===== src/rtl/uart_tx_arb.sv =====
// uart_tx_arb: round-robin arbiter that shares one uart_tx among N_REQ byte
// producers. A byte is accepted in ARB, the transmitter is started for one
// cycle in ISSUE, and WAIT holds until the transmitter reports completion or
// the watchdog gives up on it.
module uart_tx_arb #(
   parameter int N_REQ   = 4,
   parameter int TIMEOUT = 30000,
   localparam int OW     = $clog2(N_REQ),
   localparam int CW     = $clog2(TIMEOUT + 1)
) (
   input  logic                 clk,
   input  logic                 rst,
   input  logic                 en,
   input  logic [N_REQ-1:0]     req,
   input  logic [8*N_REQ-1:0]   req_data,
   output logic [N_REQ-1:0]     gnt,
   output logic [N_REQ-1:0]     done,
   output logic                 err,
   output logic [OW-1:0]        err_id,
   output logic                 busy,
   output logic [OW-1:0]        owner,
   output logic                 tx_start,
   output logic [7:0]           tx_data,
   input  logic                 tx_done
);

   typedef enum logic [1:0] {
      ST_ARB   = 2'd0,
      ST_ISSUE = 2'd1,
      ST_WAIT  = 2'd2
   } state_t;

   // Last counter value allowed in WAIT before the transfer is abandoned.
   localparam logic [CW-1:0] CNT_LAST = CW'(TIMEOUT - 1);
   localparam logic [OW:0]   N_WIDE   = (OW + 1)'(N_REQ);

   state_t             state_r, state_n;
   logic [OW-1:0]      owner_r, owner_n;
   logic [OW-1:0]      last_r, last_n;
   logic [7:0]         data_r, data_n;
   logic [CW-1:0]      cnt_r, cnt_n;
   logic [OW-1:0]      err_id_r, err_id_n;
   logic [N_REQ-1:0]   done_r, done_n;
   logic               err_r, err_n;

   logic [OW-1:0]      win_s;
   logic               win_vld_s;

   // Round-robin pick: walk from last+N down to last+1 so the requester
   // closest after 'last' in cyclic order is the one that sticks.
   always_comb begin
      logic [OW:0] idx_v;
      logic [OW:0] wrap_v;
      win_s     = '0;
      win_vld_s = 1'b0;
      for (int k = N_REQ; k >= 1; k--) begin
         idx_v     = {1'b0, last_r} + (OW + 1)'(k);
         wrap_v    = (idx_v >= N_WIDE) ? (idx_v - N_WIDE) : idx_v;
         win_s     = req[wrap_v[OW-1:0]] ? wrap_v[OW-1:0] : win_s;
         win_vld_s = win_vld_s | req[wrap_v[OW-1:0]];
      end
   end

   // Next-state and next-register logic for the ARB/ISSUE/WAIT sequencer.
   always_comb begin
      state_n  = state_r;
      owner_n  = owner_r;
      last_n   = last_r;
      data_n   = data_r;
      cnt_n    = cnt_r;
      err_id_n = err_id_r;
      done_n   = '0;
      err_n    = 1'b0;
      case (state_r)
         ST_ARB: begin
            if (en && win_vld_s) begin
               owner_n = win_s;
               data_n  = req_data[{win_s, 3'b000} +: 8];
               state_n = ST_ISSUE;
            end else begin
               state_n = ST_ARB;
            end
         end
         ST_ISSUE: begin
            cnt_n   = '0;
            state_n = ST_WAIT;
         end
         ST_WAIT: begin
            cnt_n = cnt_r + {{(CW-1){1'b0}}, 1'b1};
            // Completion beats the watchdog when both land on the same cycle.
            if (tx_done) begin
               done_n[owner_r] = 1'b1;
               last_n          = owner_r;
               state_n         = ST_ARB;
            end else if (cnt_r == CNT_LAST) begin
               err_n    = 1'b1;
               err_id_n = owner_r;
               last_n   = owner_r;
               state_n  = ST_ARB;
            end else begin
               state_n = ST_WAIT;
            end
         end
         default: begin
            state_n = ST_ARB;
         end
      endcase
   end

   // State and datapath registers; last starts at N_REQ-1 so requester 0 leads.
   always_ff @(posedge clk or posedge rst) begin
      if (rst) begin
         state_r  <= ST_ARB;
         owner_r  <= '0;
         last_r   <= OW'(N_REQ - 1);
         data_r   <= 8'h00;
         cnt_r    <= '0;
         err_id_r <= '0;
         done_r   <= '0;
         err_r    <= 1'b0;
      end else begin
         state_r  <= state_n;
         owner_r  <= owner_n;
         last_r   <= last_n;
         data_r   <= data_n;
         cnt_r    <= cnt_n;
         err_id_r <= err_id_n;
         done_r   <= done_n;
         err_r    <= err_n;
      end
   end

   // Grant is decoded from the registered state and owner only.
   always_comb begin
      gnt = '0;
      if (state_r == ST_ISSUE) begin
         gnt[owner_r] = 1'b1;
      end else begin
         gnt = '0;
      end
   end

   assign tx_start = (state_r == ST_ISSUE);
   assign busy     = (state_r != ST_ARB);
   assign tx_data  = data_r;
   assign owner    = owner_r;
   assign done     = done_r;
   assign err      = err_r;
   assign err_id   = err_id_r;

endmodule


===== config.mk =====
export PLATFORM = sky130hd
export DESIGN_NAME = uart_tx_arb
export DESIGN_NICKNAME = d
export VERILOG_FILES = /design/src/rtl/uart_tx_arb.sv
export SDC_FILE = /design/constraint.sdc
export NUM_CORES = 1
export LEC_CHECK = 0
export CELL_PAD_IN_SITES_DETAIL_PLACEMENT = 2
export CELL_PAD_IN_SITES_GLOBAL_PLACEMENT = 2
export CORE_ASPECT_RATIO = 2
export CORE_UTILIZATION = 25
export DETAILED_ROUTE_END_ITERATION = 8
export GPL_ROUTABILITY_DRIVEN = 0
export PLACE_DENSITY_LB_ADDON = 0.08
export SYNTH_ARGS = -nofsm -noshare
export SYNTH_HDL_FRONTEND = slang
export SYNTH_SLANG_ARGS = --single-unit

===== constraint.sdc =====
create_clock -name clk -period 1.9 [get_ports clk]
set_clock_uncertainty 0.2 [all_clocks]
set_input_delay 0.285 -clock clk [delete_from_list [all_inputs] [get_ports clk]]
set_output_delay 0.285 -clock clk [all_outputs]
set_load 0.05 [all_outputs]

Word level (Yosys, flattened, before mapping) --
Index checks and enable logic that the tools add are counted.
Storage, ports and cells: register bits 36, bits of input ports 40, output and inout bits 23
Operators by class: add/sub/neg operators 9, $lt $le $gt $ge 10, equality and inequality tests 3, shift-type cells 1, multiplexer cells 31, bitwise gates (word level) 4, reduce and logical (&&, ||, !) cells 9
Operator list (count):
- indexed part select 32 x 6 -> 8 bit | 1
- case mux 15 bit (2 select lines) | 1
- two-way mux 2 bit | 12
- adder 15 x 1 -> 15 bit (second input constant) | 1
- equality test 15 bit (second input constant) | 1
- less-than comparator 2 x 3 -> 1 bit (second input constant) | 5
- >= comparator 3 bit (second input constant) | 4
- two-way mux 4 bit | 3
- two-way mux 1 bit | 9
- binary-select mux 1 bit (select 2 bit) | 4
- subtractor 2 x 1 -> 2 bit (second input constant) | 4
- adder 2 x 2 -> 3 bit (second input constant) | 2
- case mux 2 bit (3 select lines) | 1
- nonzero test 2 bit | 3
- AND reduction 2 bit | 2
- adder 2 x 1 -> 3 bit (second input constant) | 1
- adder 2 x 3 -> 3 bit (second input constant) | 1
- bitwise OR 1 bit | 3
- AND reduction 3 bit | 1
- demux 1 bit (select 2 bit) | 1
- equality test 2 x 1 -> 1 bit (second input constant) | 1
- equality test 2 bit (second input constant) | 1
- >= comparator 2 x 1 -> 1 bit (second input constant) | 1
- logical AND 1 bit | 2
- other kinds (2) | 2

Depth between registers and ports, before layout --
depth after elaboration 11, gate-level depth with buffers 7, mapped depth without buffers 7

Worst setup path after synthesis --
No wires, ideal clock.
kind register -> output, start point register state_r[1], end point output port gnt[0], data arrival time 2188 ps, data required time 1415 ps, path slack -773 ps, stages on the path, launching flop included 4, buffers on the path 0, path through dfrtp_1 > inv_1 > ha_1 > nor3b_1
Between the ends: cells in the longest elaborated chain, start to end 2
Ends and longest elaborated chain:
- start: declaration | line 37 | state_t state_r, state_n;
- start signal: assignment | line 122 | state_r <= state_n;
- equality test 2 x 1 -> 1 bit
- named net tx_start | line 22 | output logic tx_start,
- two-way mux 4 bit | line 136 | if (state_r == ST_ISSUE) begin
- end: declaration | line 16 | output logic [N_REQ-1:0] gnt,
The timed path passes the listed nets, and every way through them passes these cells.

Worst setup path in the final report --
start point register cnt_r[4], end point register err_id_r[1], in the netlist err_id[1]
Between the ends: cells in the longest elaborated chain, start to end 2
Ends and longest elaborated chain:
- start: declaration | line 41 | logic [CW-1:0] cnt_r, cnt_n;
- start signal: assignment | line 126 | cnt_r <= cnt_n;
- equality test 15 bit | line 95 | end else if (cnt_r == CNT_LAST) begin
- AND reduction 3 bit (no source line)
- end signal: assignment | line 127 | err_id_r <= err_id_n;
- end: declaration | line 42 | logic [OW-1:0] err_id_r, err_id_n;
No other way between the ends. A chain may end at the register's enable or synchronous reset.

==> impl_metrics.tcl <==
set metrics [dict create \
    regArea_um2 905 \
    hold_viol_final 0 \
    setup_viol 6 \
    cp_max_fo 3 \
    final_layout_size_suffix_gt1_frac 0.394 \
    r2r-start "cnt_r[4]" \
    clkLatencyLatePin_ps 280 \
    crit_required_ps 1870 \
    instances_no_fill 401 \
    syn_to_final_growth_pct 77.2 \
    postSynthCellCount 197 \
    grt_antenna_before_repair 0 \
    h-tree-depth 2 \
    path_delay_family "simple AND/OR/NAND/NOR gates" \
    ios 63 \
    path_cells "nand4b_1, nor4_4, nor3b_4, mux2_4" \
    vias 1894 \
    power_uw 4570 \
    synth-seq-area-share 0.458 \
    die-area_um2 8270 \
    avgViaCountPerCell 4.72 \
    rsz0062_at_grt "yes" \
    ir_worst_vdd_v 0.000572 \
    numCtsBuffers 5 \
    ys_ff_latch 36 \
    power_frac_seq 0.250 \
    synth_ff_type "dfrtp_1" \
    avgSynthCellArea_um2 10.0 \
    route.detailed.wl_per_inst_um 17.4 \
    die_h_um 128 \
    drt-initial-drc-count 40 \
    startpoint "cnt_r[4]" \
    core_um2 7600 \
    route.detailed.drc 0 \
    hp-class "input pin to async pin" \
    hold_ws_ps 153 \
    num_rows 45 \
    worstMarginPinSlew_ps 281 \
    fmax_mhz 514 \
    totalWireLength_um 6970 \
    dp_hpwl_um 5180 \
    r2r_end "err_id[1]" \
    grt_usage 0.181 \
    synthDistinctLibCells 41 \
    worst_slack_ps -44.6 \
    critPathKind "flip-flop to flip-flop" \
    period_needed_ps 1940 \
    clk_pin_slew_ps 60 \
    end_kind "flip-flop" \
    multiInputGateArea_um2 1160 \
    critPathSlowestCell "dfrtp_1" \
    grt_pass1_vias 2167 \
    clkPwrFrac 0.187 \
    critical_path.startpoint_type "flip-flop" \
    cp_num_buf_inv 0 \
    cts_sinks 36 \
    first_pass_iters 3 \
    reg2reg_slack_ps -40 \
    setup_tns_ps -114 \
    port_buffers 62 \
    antenna_left 0 \
    fillers 785 \
    root_buffer "clkbuf_16" \
    grt_max_degree 37 \
    p_comb_frac 0.564 \
    dp_slack_ps -400 \
    relSlewSlack 0.813 \
    ff2ff_path_depth 4 \
    synthesis.nets 242 \
    fp.dieW_um 64.8 \
    ys_warn_count 0 \
    syn-cell-area_um2 1970 \
    async_reset_ff_frac 1.00 \
    p_leak_uw 0.00158 \
    maxCapViolCount 0 \
    layout.nets 351 \
    report.final.slew_viol_count 0 \
    diodes 0 \
    status "finished, violations left" \
    p_int_uw 2670 \
    switching_share 0.416 \
    start_util 0.260 \
    grt_overflow 0 \
    synth_edf_count 0 \
    violations "negative setup slack" \
    period_share 1.02 \
    critPathMaxStageDelay_ps 400 \
    cts_tree "built" \
    cellPowerDensity_nw_per_um2 1310 \
    clock_path_buffers 2 \
    dp_cells 380 \
    grt_pass1_wl_um 10900 \
    power_switching_uw 1900 \
    arrival_ps 1920 \
]
power groups by stage:
stage / logic, uW / registers [uW] / clock network (uW)
2_1_floorplan: 962 / 1450 / 0
3_3_place_gp: 2230 / 1120 / 0
3_5_place_dp: 2290 / 1140 / 0
4_1_cts: 2590 / 1140 / 882
5_1_grt: 2760 / 1170 / 908
6_report: 2570 / 1140 / 852
stage by stage:
| stage | util | instance area [um^2] |
|---|---|---|
| 2_1_floorplan | - | 1990 |
| 5_1_grt | 0.460 | 3500 |
| 4_1_cts | 0.449 | 3410 |
| 6_report | 0.460 | 3500 |
| 3_3_place_gp | 0.399 | 3030 |
| 3_5_place_dp | 0.399 | 3030 |
registers in the layout, indices dropped and copies added, names as in the netlist:
signal   cells
err_id       2
done         4
err          1
tx_data      8
cnt_r       15
state_r      2
last_r       2
owner        2
placed cells by master (no fill, tap or decap), types with 2 or more instances in the layout:
cell type / count
o21ai_0: 8
a21oi_1: 3
ha_1: 2
clkbuf_16: 5
nand2b_1: 2
mux2i_1: 14
nor2_1: 14
dfrtp_1: 33
ha_4: 3
nor3b_4: 2
buf_6: 8
mux2i_4: 2
inv_2: 4
nand3_1: 8
dlygate4sd2_1: 2
nand2_1: 26
or3_1: 2
xnor2_1: 6
dfstp_2: 2
buf_12: 12
o31ai_1: 2
nor3_2: 2
mux2_4: 4
clkdlybuf4s50_1: 37
nand4b_1: 2
and3b_2: 2
nor4_4: 2
clkinv_2: 2
o221ai_1: 7
nor3b_1: 2
inv_1: 8
xor2_1: 2
buf_4: 53
logic make-up (layout without fill, tap and decap cells):
kind of cell	count (synthesis)	in the layout	synth area share
buffers and inverters	22	132	0.0545
AND/OR/NAND/NOR	78	78	0.214
adder cells (fa/ha/maj)	5	5	0.0317
AO/OA/AOI/OAI	28	28	0.0989
multiplexers	20	20	0.108
XOR/XNOR	8	8	0.0355
flip-flops	36	36	0.458
synthesized netlist by cell type, types with 2 or more instances:
library cell,n,area (um^2)
and3b_1,2,17.5
or3_1,2,12.5
dfstp_2,2,52.6
nor3b_1,3,22.5
inv_1,11,41.3
nand2b_1,3,18.8
nand2_1,27,101
o21ai_0,8,40.0
nor3_1,4,20.0
mux2_4,2,30.0
nor2_1,15,56.3
clkbuf_1,6,22.5
o22ai_1,2,12.5
mux2i_1,16,160
mux2_2,2,22.5
a211oi_2,2,25.0
ha_1,5,62.6
xor2_1,2,17.5
dfrtp_1,34,851
nand4b_1,2,17.5
nand3_1,9,45.0
o31ai_1,2,15.0
and3_1,2,12.5
a21oi_1,5,25.0
xnor2_1,6,52.6
o221ai_1,8,70.1
worst register-to-register path, cell delays in order (launching register included):
cell and delay (ps):
dfrtp_1 400, nand4b_1 240, nor4_4 320, nor3b_4 330
mux2_4 330
routing by layer:
| metal | global-route usage | share of wire | up-vias |
|---|---|---|---|
| li1 | - | - | 901 |
| met1 | 0.155 | 0.33 | 945 |
| met2 | 0.380 | 0.63 | 40 |
| met3 | 0.0330 | 0.032 | 8 |
| met4 | 0.0706 | 0.017 | 0 |
| met5 | 0 | 0 | - |
area by class of cell:
type                            instances  share of cell area
Tap cell                               94              0.0336
Multi-Input combinational cell        139               0.333
Clock inverter                          2             0.00286
Inverter                               12              0.0129
Timing Repair Buffer                  112               0.319
Clock buffer                            6              0.0397
Sequential cell                        36               0.259
repair_timing:
item                                    in CTS  in global routing
endpoints found under the setup margin      23                 23
gates cloned                                 1                  0
pin swaps                                   11                  7
gates resized for setup                     29                 15
buffers inserted                             7                  6
hold buffers                                 0                  0
worst max-delay path by stage:
stage            endpoint  slack [ps]  depth (start not counted)
2_1_floorplan      gnt[0]          40                          3
3_3_place_gp   tx_data[6]        -240                          7
3_5_place_dp   tx_data[0]        -400                          7
4_1_cts         err_id[1]         -60                          5
5_1_grt         err_id[1]         -90                          4
6_report        err_id[1]         -40                          4
Note: power is estimated with default switching activity, not from simulation.
